File: src/rtl/tff_toggle_sequencer.sv
`timescale 1ns/1ps
`default_nettype none
// ============================================================================
// Module   : tff_toggle_sequencer
// Purpose  : Drives a T flip-flop with N one-cycle pulses spaced P cycles apart.
// Revision : 1.0 - initial release
// ============================================================================
module tff_toggle_sequencer #(
  parameter int CNT_W = 8,
  parameter int PER_W = 8
) (
  input  logic             clk,
  input  logic             rst_async,
  input  logic             start,
  input  logic [CNT_W-1:0] num_toggles,
  input  logic [PER_W-1:0] period,
  input  logic             abort,
  output logic             t_out,
  output logic             q,
  output logic             busy,
  output logic             done,
  output logic [CNT_W-1:0] remaining
);

  typedef enum logic [1:0] {
    IDLE = 2'd0,
    RUN  = 2'd1,
    FIN  = 2'd2
  } state_t;

  state_t           state_q, state_d;
  logic [CNT_W-1:0] rem_q, rem_d;
  logic [PER_W-1:0] last_q, last_d;
  logic [PER_W-1:0] cnt_q, cnt_d;
  logic [PER_W-1:0] cnt_inc;
  logic             t_q, t_d;
  logic             tff_q, tff_d;
  logic             accept;
  logic             per_le1;

  assign accept  = start & ~abort;
  assign per_le1 = (period <= PER_W'(1));
  // cnt_q tracks (i+1) mod P for busy cycle i; last_q holds P-1
  assign cnt_inc = (cnt_q == last_q) ? '0 : cnt_q + PER_W'(1);

  always_ff @(posedge clk or posedge rst_async) begin
    if (rst_async) begin
      state_q <= IDLE;
      rem_q   <= '0;
      last_q  <= '0;
      cnt_q   <= '0;
      t_q     <= 1'b0;
      tff_q   <= 1'b0;
    end else begin
      state_q <= state_d;
      rem_q   <= rem_d;
      last_q  <= last_d;
      cnt_q   <= cnt_d;
      t_q     <= t_d;
      tff_q   <= tff_d;
    end
  end

  always_comb begin
    state_d = state_q;
    rem_d   = rem_q;
    last_d  = last_q;
    cnt_d   = cnt_q;
    t_d     = 1'b0;
    tff_d   = tff_q ^ t_q;
    case (state_q)
      IDLE, FIN: begin
        state_d = IDLE;
        rem_d   = '0;
        cnt_d   = '0;
        if (accept) begin
          if (num_toggles == '0) begin
            state_d = FIN;
          end else begin
            state_d = RUN;
            rem_d   = num_toggles;
            last_d  = per_le1 ? '0 : period - PER_W'(1);
            cnt_d   = per_le1 ? '0 : PER_W'(1);
            t_d     = per_le1;
          end
        end
      end
      RUN: begin
        if (abort) begin
          state_d = IDLE;
          rem_d   = '0;
          cnt_d   = '0;
        end else if (t_q && rem_q <= CNT_W'(1)) begin
          state_d = FIN;
          rem_d   = '0;
          cnt_d   = '0;
        end else begin
          if (t_q) begin
            rem_d = rem_q - CNT_W'(1);
          end
          cnt_d = cnt_inc;
          t_d   = (cnt_inc == '0);
        end
      end
      default: begin
        state_d = IDLE;
        rem_d   = '0;
        cnt_d   = '0;
      end
    endcase
  end

  assign t_out     = t_q;
  assign q         = tff_q;
  assign busy      = (state_q == RUN);
  assign done      = (state_q == FIN);
  assign remaining = rem_q;

endmodule
`default_nettype wire
File: config.mk
export PLATFORM = sky130hd
export DESIGN_NAME = tff_toggle_sequencer
export DESIGN_NICKNAME = d
export VERILOG_FILES = /design/src/rtl/tff_toggle_sequencer.sv
export SDC_FILE = /design/constraint.sdc
export NUM_CORES = 1
export LEC_CHECK = 0
export ABC_AREA = 0
export CAP_MARGIN = 20
export CELL_PAD_IN_SITES_DETAIL_PLACEMENT = 1
export CELL_PAD_IN_SITES_GLOBAL_PLACEMENT = 2
export CORE_UTILIZATION = 30
export CTS_CLUSTER_DIAMETER = 150
export CTS_CLUSTER_SIZE = 14
export DETAILED_ROUTE_END_ITERATION = 8
export GPL_TIMING_DRIVEN = 0
export HOLD_SLACK_MARGIN = 0.1
export PLACE_DENSITY = 0.79
export RECOVER_POWER = 100
export SYNTH_ARGS = -nofsm -noshare
export SYNTH_HDL_FRONTEND = slang
export SYNTH_SLANG_ARGS = --single-unit
File: constraint.sdc
create_clock -name clk -period 3.75 [get_ports clk]
set_clock_uncertainty 0.1 [all_clocks]
set_input_delay 0.75 -clock clk [delete_from_list [all_inputs] [get_ports clk]]
set_output_delay 0.75 -clock clk [all_outputs]
set_load 0.1 [all_outputs]
==> reports/results.tsv <==
metric	value	unit
outcome	complete, no violations	
power_density	433.2	nW/um^2
clock_latency	0.28	ns
dpl.cell_count	294	
syn_avg_cell_area	8.956	sq um
finalSetupTns	0	ns
cp-start-kind	flip-flop	
worst_pin_slew	0.9803	ns
critPathCaptureType	output pin	
worst-setup-path-type	flip-flop to output pin	
final_area	2157	sq um
worst-path-stages	2	
synthCells	190	
num_vias	1496	
place.gp.congestion	0.7568	
r2r_cells	6	
cp_max_fo	4	
fill_cells	665	
portBuffers	31	
die_h	77.32	um
vias_per_cell	5.020	
power	934.4	uW
grt_antenna_before_repair	0	
cts_root_buf	clkbuf_8	
synth-edff-count	0	
ctsResizeCount	0	
regToRegSetupSlack	1.21	ns
min_period_over_period	78.81	%
post-cts-setup-buffers	0	
async_reset_ff_share	100.0	%
post_drt_wl_per_cell	14.47	um
worst-path-buf-inv	1	
p_leak	0.0008782	uW
cts.sinks	28	
slew_headroom	34.43	%
netlist_area	1702	sq um
instances_no_fill	298	
ctsHoldBuffers	0	
area_growth	26.76	%
hold_path.class	flip-flop to flip-flop	
drt-total-wl	4312	um
core_area	5473	sq um
placed_area	2130	sq um
ys.flop_type	dfrtp_1	
peakVddDrop	214.8	uV
die_x	77.32	um
cts_tree	done	
drc	0	
hpwl	3338	um
ys_ff_latch	28	
critPathMaxStageDelay	1.22	ns
max_freq	0.3384	GHz
rsz0062_at_grt	false	
die-area	5978	sq um
cp.required	2.90	ns
antenna_cells	0	
synth_nets	215	
grt_pass1_wl	7617	um
final_nets	252	
rows	27	
path_cells	nor2b_1 -> dlygate4sd3_1	
final-hold-violation-count	0	
final_max_slew_viol_count	0	
crit_arrival	2.11	ns
cts-buffers-inserted	3	
ios	32	
ys_seq_area_share	41.18	%
clk_pin_slew	0.10	ns
maxCapViolations	0	
grt_max_degree	17	
ant_nets	0	
yosys_warnings	0	
setup_viol	0	
dp_slack	0.8134	ns
final.setup.worst_slack	0.7947	ns
grt_pass1_vias	1553	
path_delay_family	buffers and inverters	
clk_path_buf_depth	2	
seq_area	700.7	sq um
htree_levels	1	
multi_input_area	929.6	sq um
synth.distinct_cells	40	
fin_crit	2.955	ns
cpMaxStageDelayCell	dlygate4sd3_1	
overflow	0	
post_route_cells_drive_above_1_share	5.310	%
first_pass_iters	4	
drt-initial-drc-count	52	
start_util	31.09	%
grt.total_usage	15.81	%
hold_depth	1	
==> stage by stage <==
step / utilization, % / hold slack (ns)
after floorplan: - / 0.3696
after global placement: 38.41 / 0.3527
after detailed placement: 38.91 / 0.3679
after CTS: 39.92 / 0.3845
after global routing: 39.41 / 0.4059
final: 39.41 / 0.3736
==> synth_stat cells, types with 2 or more instances <==
library cell  instances  share of area [%]
dfrtp_1              28                 41
or4_4                 2                1.3
or2_2                 2               0.74
xnor2_1              16                8.2
a21oi_1               4                1.2
nand2_1              23                5.1
a22oi_1               4                1.8
clkbuf_1              5                1.1
a211o_1               2                1.0
nor3_1                5                1.5
a31oi_1               2               0.74
o21ai_0              12                3.5
o21ai_1               5                1.5
nor2b_1               5                1.8
xor2_1                6                3.1
or4_1                 2               0.88
inv_1                 8                1.8
nand4_1               4                1.5
buf_2                 3               0.88
nor2_1               17                3.7
nor4b_1               2                1.0
o31ai_1               4                1.8
nand3_1               5                1.5
a32o_1                3                1.8
o211ai_1              2               0.88
ha_1                  5                3.7
==> worst paths after layout <==
check | startpoint | endpoint
min in group asynchronous | rst_async | remaining[6]
max in group asynchronous | rst_async | last_q[4]
min reg2reg | q | q
max | state_q[0] | busy
max reg2reg | t_out | remaining[2]
min | q | q
==> cell usage in the layout, fill, tap and decap left out, drive strengths merged, types with 6 or more instances in the layout <==
master	instances
clkbuf	13
clkdlybuf4s50	17
dfrtp	28
dlygate4sd3	14
inv	8
nand2	23
nor2	17
o21ai	17
xnor2	16
xor2	6
==> power breakdown <==
group	internal, uW	switching (uW)
sequential	341	39.3
clock	94.3	98.6
combinational	108	253
==> registers in the layout, summed over array words and instances, names as in the netlist <==
register	cells
cnt_q	8
last_q	8
q	1
remaining	8
state_q	2
t_out	1
==> worst reg2reg max path, cell delays in order (launching register included) <==
cell,delay (ns)
dfrtp_1,0.40
clkbuf_1,0.36
nor2_1,0.09
o21ai_0,0.77
nand3_1,0.39
nor3b_1,0.27
a211o_1,0.12
==> cell families (layout without fill, tap and decap cells) <==
group / Yosys count / count (layout) / share of synthesized area, %
AOI/OAI and AO/OA: 41 / 41 / 15.52
buffers and inverters: 17 / 53 / 4.191
muxes: 1 / 1 / 0.5883
xor gates and xnor gates: 22 / 22 / 11.32
DFF: 28 / 28 / 41.18
and+or+nand+nor: 76 / 76 / 23.53
adders and majority gates: 5 / 5 / 3.676
==> routing by layer <==
metal | GRT usage [%] | routed length, um | up-vias
met1 | 22.25 | 2128 | 728
met3 | 1.429 | 95 | 4
met4 | 4.528 | 52 | 0
li1 | - | - | 740
met2 | 25.58 | 2035 | 24
met5 | 0 | 0 | -
==> cell type report <==
cell class                      instances  area share (%)
Multi-Input combinational cell        145           43.10
Sequential cell                        28           32.48
Timing Repair Buffer                   32           14.56
Tap cell                               72           4.176
Clock buffer                            4           2.552
Buffer                                  9           1.740
Inverter                                8           1.392
Power figures use the tool's default switching activity.
